`config.mk`:
```
export PLATFORM = sky130hd
export DESIGN_NAME = div_by_sub_flat
export DESIGN_NICKNAME = d
export VERILOG_FILES = /design/src/rtl/div_by_sub_if.sv /design/src/rtl/div_by_sub.sv /design/src/flat_wrapper.sv
export SDC_FILE = /design/constraint.sdc
export NUM_CORES = 1
export LEC_CHECK = 0
export ABC_AREA = 1
export BUFFER_PORTS_ARGS = -buffer_cell sky130_fd_sc_hd__buf_2
export CAP_MARGIN = 10
export CORE_MARGIN = 5
export CORE_UTILIZATION = 41
export CTS_CLUSTER_DIAMETER = 150
export DETAILED_ROUTE_END_ITERATION = 8
export PLACE_DENSITY = 0.64
export SLEW_MARGIN = 20
export SYNTH_ARGS = -nofsm -noshare
export SYNTH_HDL_FRONTEND = slang
export SYNTH_SLANG_ARGS = --single-unit
```
`constraint.sdc`:
```
create_clock -name clk -period 2.6 [get_ports clk]
set_clock_uncertainty 0.1 [all_clocks]
set_input_delay 0.39 -clock clk [delete_from_list [all_inputs] [get_ports clk]]
set_output_delay 0.39 -clock clk [all_outputs]
set_load 0.05 [all_outputs]
```
`src/rtl/div_by_sub_if.sv`:
```
// Start/rdy handshake bundle for the repeated-subtraction divider.
// The master side issues operands; the slave side is the divider.
interface div_by_sub_if #(
  parameter int data_width = 4
);
  logic                      start;
  logic [2*data_width-1:0]   N;
  logic [data_width-1:0]     D;
  logic [2*data_width-1:0]   Q;
  logic [data_width-1:0]     R;
  logic                      rdy;
  logic                      dz;

  modport master (output start, N, D, input Q, R, rdy, dz);
  modport slave  (input start, N, D, output Q, R, rdy, dz);
endinterface

```
`src/rtl/div_by_sub.sv`:
```
// Sequential unsigned divider: subtracts the divisor from the dividend once
// per clock until the running remainder drops below the divisor.
//
// state | meaning
// IDLE  | waiting for start; Q/R/dz hold the last result, rdy=1
// RUN   | one subtraction per edge; completes when RN < RD
module div_by_sub #(
  parameter int data_width = 4
) (
  input  logic          clk,
  input  logic          rst,
  div_by_sub_if.slave   bus
);
  localparam int QW = 2 * data_width;

  typedef enum logic {IDLE = 1'b0, RUN = 1'b1} state_t;

  state_t                  state, state_nxt;
  logic [QW-1:0]           rn, rn_nxt;
  logic [data_width-1:0]   rd, rd_nxt;
  logic [QW-1:0]           rq, rq_nxt;
  logic [QW-1:0]           q_r, q_nxt;
  logic [data_width-1:0]   r_r, r_nxt;
  logic                    rdy_r, rdy_nxt;
  logic                    dz_r, dz_nxt;
  logic [QW-1:0]           rd_ext;
  logic                    rn_ge_rd;

  // Divisor widened to dividend width for the compare and subtract.
  assign rd_ext   = {{data_width{1'b0}}, rd};
  assign rn_ge_rd = (rn >= rd_ext);

  // State register.
  always_ff @(posedge clk) begin
    if (rst) state <= IDLE;
    else     state <= state_nxt;
  end

  // Next-state and datapath next values; everything holds unless changed.
  always_comb begin
    state_nxt = state;
    rn_nxt    = rn;
    rd_nxt    = rd;
    rq_nxt    = rq;
    q_nxt     = q_r;
    r_nxt     = r_r;
    rdy_nxt   = rdy_r;
    dz_nxt    = dz_r;
    case (state)
      IDLE: begin
        if (bus.start) begin
          if (bus.D != '0) begin
            rn_nxt    = bus.N;
            rd_nxt    = bus.D;
            rq_nxt    = '0;
            dz_nxt    = 1'b0;
            rdy_nxt   = 1'b0;
            state_nxt = RUN;
          end else begin
            // Zero divisor resolves immediately without leaving IDLE.
            dz_nxt = 1'b1;
            q_nxt  = '1;
            r_nxt  = '0;
          end
        end
      end
      RUN: begin
        if (rn_ge_rd) begin
          rn_nxt = rn - rd_ext;
          rq_nxt = rq + {{(QW-1){1'b0}}, 1'b1};
        end else begin
          // RN < RD here, so the low bits hold the whole remainder.
          q_nxt     = rq;
          r_nxt     = rn[data_width-1:0];
          rdy_nxt   = 1'b1;
          state_nxt = IDLE;
        end
      end
      default: state_nxt = IDLE;
    endcase
  end

  // Datapath and output registers.
  always_ff @(posedge clk) begin
    if (rst) begin
      rn    <= '0;
      rd    <= '0;
      rq    <= '0;
      q_r   <= '0;
      r_r   <= '0;
      rdy_r <= 1'b1;
      dz_r  <= 1'b0;
    end else begin
      rn    <= rn_nxt;
      rd    <= rd_nxt;
      rq    <= rq_nxt;
      q_r   <= q_nxt;
      r_r   <= r_nxt;
      rdy_r <= rdy_nxt;
      dz_r  <= dz_nxt;
    end
  end

  assign bus.Q   = q_r;
  assign bus.R   = r_r;
  assign bus.rdy = rdy_r;
  assign bus.dz  = dz_r;
endmodule

```
`src/flat_wrapper.sv`:
```
// flat-port wrapper written by rule: the top's interface ports become plain ports
module div_by_sub_flat 
#(
  parameter int data_width = 4
)
  (clk, rst, bus_start, bus_N, bus_D, bus_Q, bus_R, bus_rdy, bus_dz);
  div_by_sub_if #(.data_width(data_width)) bus_i ();
  input  logic clk;
  input  logic rst;
  input wire logic [$bits(bus_i.start)-1:0] bus_start;
  input wire logic [$bits(bus_i.N)-1:0] bus_N;
  input wire logic [$bits(bus_i.D)-1:0] bus_D;
  output wire logic [$bits(bus_i.Q)-1:0] bus_Q;
  output wire logic [$bits(bus_i.R)-1:0] bus_R;
  output wire logic [$bits(bus_i.rdy)-1:0] bus_rdy;
  output wire logic [$bits(bus_i.dz)-1:0] bus_dz;
  assign bus_i.start = bus_start;
  assign bus_i.N = bus_N;
  assign bus_i.D = bus_D;
  assign bus_Q = bus_i.Q;
  assign bus_R = bus_i.R;
  assign bus_rdy = bus_i.rdy;
  assign bus_dz = bus_i.dz;
  div_by_sub #(.data_width(data_width)) u_core (.clk(clk), .rst(rst), .bus(bus_i));
endmodule
```
* Word level (Yosys, flattened, before mapping)
Index checks and enable logic that the tools add are counted.
** Storage, ports and cells
- Register bits :: 35
- Input bits :: 15
- Output and inout port bits :: 14
- Word-level logic and storage cells :: 48
** Operators by class
- Add/sub/neg operators :: 2
- Magnitude comparators :: 1
- Eq/ne operators :: 5
- Multiplexer cells :: 25
- Bitwise gates (word level) :: 1
- Reduce and logical (&&, ||, !) cells :: 6
** Operators with widths (count)
- 8-bit 2-to-1 mux :: 9
- 8-bit case mux with 2 select lines :: 3
- 4-bit 2-to-1 mux :: 3
- 3-bit AND reduction :: 4
- 8-bit by 1-bit adder with 8-bit output (second input constant) :: 1
- 8-bit by 4-bit greater-or-equal comparator with 1-bit output :: 1
- 2-bit inequality test (second input constant) :: 4
- 4-bit case mux with 2 select lines :: 1
- 8-bit by 4-bit subtractor with 8-bit output :: 1
- 1-bit 2-to-1 mux :: 7
- 1-bit case mux with 2 select lines :: 2
- 4-bit nonzero test :: 1
- 2-bit by 1-bit inequality test with 1-bit output (second input constant) :: 1
- 2-bit AND reduction :: 1
- 1-bit NOT :: 1

* Longest topological paths before layout
- Depth in word-level cells :: 4
- Mapped depth :: 14
- Gate-level depth less buffers :: 14

* Worst setup path before layout
No wires, ideal clock.
- Path type :: flip-flop to flip-flop
- From :: register u_core.rn[0]
- To :: register u_core.rq[2]
- Library setup time :: 0.116 ns
- Arrival time :: 1.665 ns
- Data required time :: 2.384 ns
- Slack :: 0.719 ns
- Cell stages (with the launch flop) :: 14
- Path buffers :: 1
- Clock period less this slack :: 1.881 ns
- Cell sequence :: dfxtp_1 -> inv_1 -> ha_1 -> inv_1 -> fa_1 -> inv_1 -> nor2_2 -> nor2_2 -> nand2_1 -> nand2_2 -> nand2_4 -> buf_6 -> a21oi_1 -> nor2_1
** On the way
- Longest elaborated chain between the ends :: 3
** RTL lines
- start, declared :: RTL line div_by_sub.sv:19 : logic [QW-1:0] rn, rn_nxt;
- start signal, assigned :: RTL line div_by_sub.sv:94 : rn <= rn_nxt;
- 8-bit by 4-bit greater-or-equal comparator with 1-bit output :: RTL line div_by_sub.sv:31 : assign rn_ge_rd = (rn >= rd_ext);
- 2-bit inequality test (no line)
- 3-bit AND reduction (no line)
- end signal, assigned :: RTL line div_by_sub.sv:96 : rq <= rq_nxt;
- end, declared :: RTL line div_by_sub.sv:21 : logic [QW-1:0] rq, rq_nxt;
No other way between the ends.
A chain may end at the register's enable or synchronous reset.

* Final worst setup path
- From :: register u_core.rn[0]
- To :: register u_core.rq[1]
The elaborated chain is that of the path after synthesis.

==> results.yml <==
outcome:
  status: "completed"
grt:
  grt_max_degree: 17
  globalRoute.totalOverflow: 0
  antenna_found_initial: 0
  grt_pass1_vias: 1548
  grt_first_pass_wirelength_um: 7290
  grt_use_total_pct: 17.2
finish:
  final_nets: 311
  layout-drive-gt1-share_pct: 16.5
  num-fill-cells: 436
  area_growth_pct: 15.3
  diodes: 0
worst_setup_path:
  slowest_stage: "fa_1"
  worstSetupStartpoint: "u_core.rn[0]"
  reg2reg_depth: 13
  required_ps: 2710
  path_max_fanout: 14
  startpoint_type: "flip-flop"
  slowest_delay_ps: 420
  ff2ff_setup_slack_ps: 420
  arrival_ps: 2290
  r2r_end: "u_core.rq[1]"
  path_class: "flip-flop to flip-flop"
  reg2reg_from: "u_core.rn[0]"
  critPathCaptureType: "flip-flop"
  crit_chain: "inv_1 -> ha_1 -> inv_1 -> fa_1 -> inv_1 -> nor2_2 -> nor2_2 -> nand2_1 -> nand2_2 -> nand2_4 -> nor2_2 -> nand2_1 -> o21ai_0"
  critPathCapture: "u_core.rq[1]"
cts:
  postCtsHoldBufs: 0
  clk_latency_ps: 280
  clockRootBuffer: "clkbuf_8"
  cts_made_buffers: 5
  h-tree-depth: 2
  clock_sinks: 35
  path_clk_slew_ps: 70
  post_cts_buffers: 0
  cts_resized: 0
  cts_tree: "built"
  clockBufferDepth: 2
placed_design:
  dp_hpwl_um: 3150
  port_buffers: 28
  gp_congestion: 0.896
sta:
  tightest_slew_ps: 496
  finalHoldViolations: 0
  period_needed_ps: 2180
  slew_viol_final: 0
  max_slew_margin_pct: 66.9
  setup_violations: 0
  finalCritPeriodShare_pct: 83.7
  tns_ps: 0
  rsz0062_at_grt: "no"
  fmax_mhz: 460
logic_synthesis:
  synth_compound_area_share_pct: 11.9
  synth-main-ff-cell: "dfxtp_1"
  synth_edf_count: 0
  yosysTopAreaCellShare_pct: 39.9
  ys_ff_latch: 35
  synthTopCellsByCount: "nand2_1 (79), dfxtp_1 (35), nor2_1 (34)"
  synth_fp_nets: 280
  synth_area_mm2: 0.00176
  synth_cell_types: 25
  synth_top_family_by_area: "simple AND/OR/NAND/NOR gates"
  syn_avg_cell_area_um2: 6.78
  synth_simple_gate_area_share_pct: 33.1
  synth_xor_area_share_pct: 1.99
  synth_mux_area_share_pct: 1.14
  yosys.area.top_type: "dfxtp_1"
  ys_async_sr_fraction_pct: 0
  ys_seq_area_share_pct: 39.9
  synthCells: 259
  synth.most_common_cell: "nand2_1"
  synth-adder-area-share_pct: 4.70
  synth_area_leaders: "dfxtp_1 (40%), nand2_1 (17%), nor2_1 (7.3%)"
  yosys_warnings: 0
min_path:
  min_path_type: "primary input to flip-flop"
die:
  io-pin-count: 29
  core-area_mm2: 0.00409
  std_cell_rows: 23
  die_w_um: 75.5
  start_util_pct: 43.0
  die-area_mm2: 0.00569
  die_h_um: 75.5
pwr:
  p_leak_nw: 0.956
  p_comb_share_pct: 32.6
  total_power_mw: 1.50
  seq_power_share_pct: 41.9
  ir_worst_vdd_v: 0.000282
  power.switching_mw: 0.565
  p_int_mw: 0.931
  clock_power_share_pct: 25.5
  p_sw_share_pct: 37.8
  power_density_mw_per_mm2: 738
route:
  drcViolationCount: 0
  firstDrtPassIters: 4
  drt-total-wl_um: 4250
  wire_per_inst_um: 12.5
  via_per_inst: 4.87
  ant_nets: 0
  drt_iter0_drc: 105
  via_count: 1662
job:
  cap_viol_max_count: 0
## power by group through the flow
| stage | registers (mW) | logic (mW) | clock network [mW] |
|---|---|---|---|
| after CTS | 0.627 | 0.490 | 0.389 |
| after floorplan | 0.702 | 0.312 | 0 |
| after global routing | 0.635 | 0.550 | 0.420 |
| after detailed placement | 0.639 | 0.488 | 0 |
| final | 0.627 | 0.488 | 0.381 |
| after global placement | 0.638 | 0.487 | 0 |
## critical path, delay by kind of cell, from the launching register on
kind / cells / cell delay (ps)
AND/OR/NAND/NOR: 7 / 850
adder cells (fa/ha/maj): 2 / 540
AO/OA/AOI/OAI: 1 / 70
buffers and inverters: 3 / 200
flip-flops: 1 / 330
## logic make-up (layout without fill, tap and decap cells)
logic type	count (synthesis)	after routing
AO/OA/AOI/OAI	40	40
XOR/XNOR	4	4
adder cells (fa/ha/maj)	6	6
buffers and inverters	32	64
flip-flops	35	35
multiplexers	2	2
AND/OR/NAND/NOR	140	140
## how the worst min path moves through the flow
| stage | startpoint | to | slack, ps | depth (start not counted) |
|---|---|---|---|---|
| finish | bus_D[2] | u_core.rd[2] | 250 | 3 |
| global route | bus_D[2] | u_core.rd[2] | 260 | 3 |
| CTS | bus_D[2] | u_core.rd[2] | 250 | 3 |
| detailed placement | u_core.bus.rdy | u_core.bus.rdy | 350 | 2 |
| global placement | u_core.bus.rdy | u_core.bus.rdy | 350 | 2 |
| floorplan | u_core.rd[3] | u_core.rd[3] | 340 | 2 |
## layout make-up
type	count	area, um2	share of cell area, %
clock buffers	7	76.3	3.77
clock inverters	1	5.00	0.247
inverters	26	97.6	4.82
multi-input cells	192	928	45.8
flip-flops and latches	35	701	34.6
well taps	50	62.6	3.09
repair buffers	30	155	7.66
## placed cells by master, fill, tap and decap left out, types with 2 or more instances in the layout
cell / netlist / layout
xor2_1: 2 / 2
xnor2_1: 2 / 2
buf_4: 0 / 2
nor2_1: 34 / 34
o21ai_0: 18 / 18
inv_2: 3 / 3
nand4_1: 2 / 2
a21oi_1: 18 / 18
buf_2: 0 / 28
nand3_1: 16 / 16
ha_1: 5 / 5
dfxtp_1: 35 / 35
nand2_1: 79 / 79
nand2_2: 3 / 3
clkbuf_8: 0 / 5
clkbuf_1: 5 / 2
nor2_2: 3 / 3
inv_1: 23 / 23
mux2i_1: 2 / 2
## routing by layer
layer,GRT usage [%],up-vias,routed length [um]
li1,-,884,-
met1,23.1,747,2120
met2,26.7,25,1890
met3,5.01,6,180
met4,5.24,0,56
met5,0,-,0
## sequential cells by signal, indices dropped and copies added, names as in the netlist
signal	flops
u_core.bus.Q	8
u_core.rn	8
u_core.bus.dz	1
u_core.state	1
u_core.rq	8
u_core.rd	4
u_core.bus.rdy	1
u_core.bus.R	4
## through the flow
step                cells  hold WS [ps]  utilization [%]  setup WS, ps  area (um2)
CTS                   341           254             49.6           423        2030
floorplan             259           335                -           719        1760
global placement      333           346             47.6           486        1940
detailed placement    333           351             47.6           445        1940
finish                341           253             49.6           425        2030
global route          341           264             49.6           226        2030
Note: power is estimated with default switching activity, not from simulation.
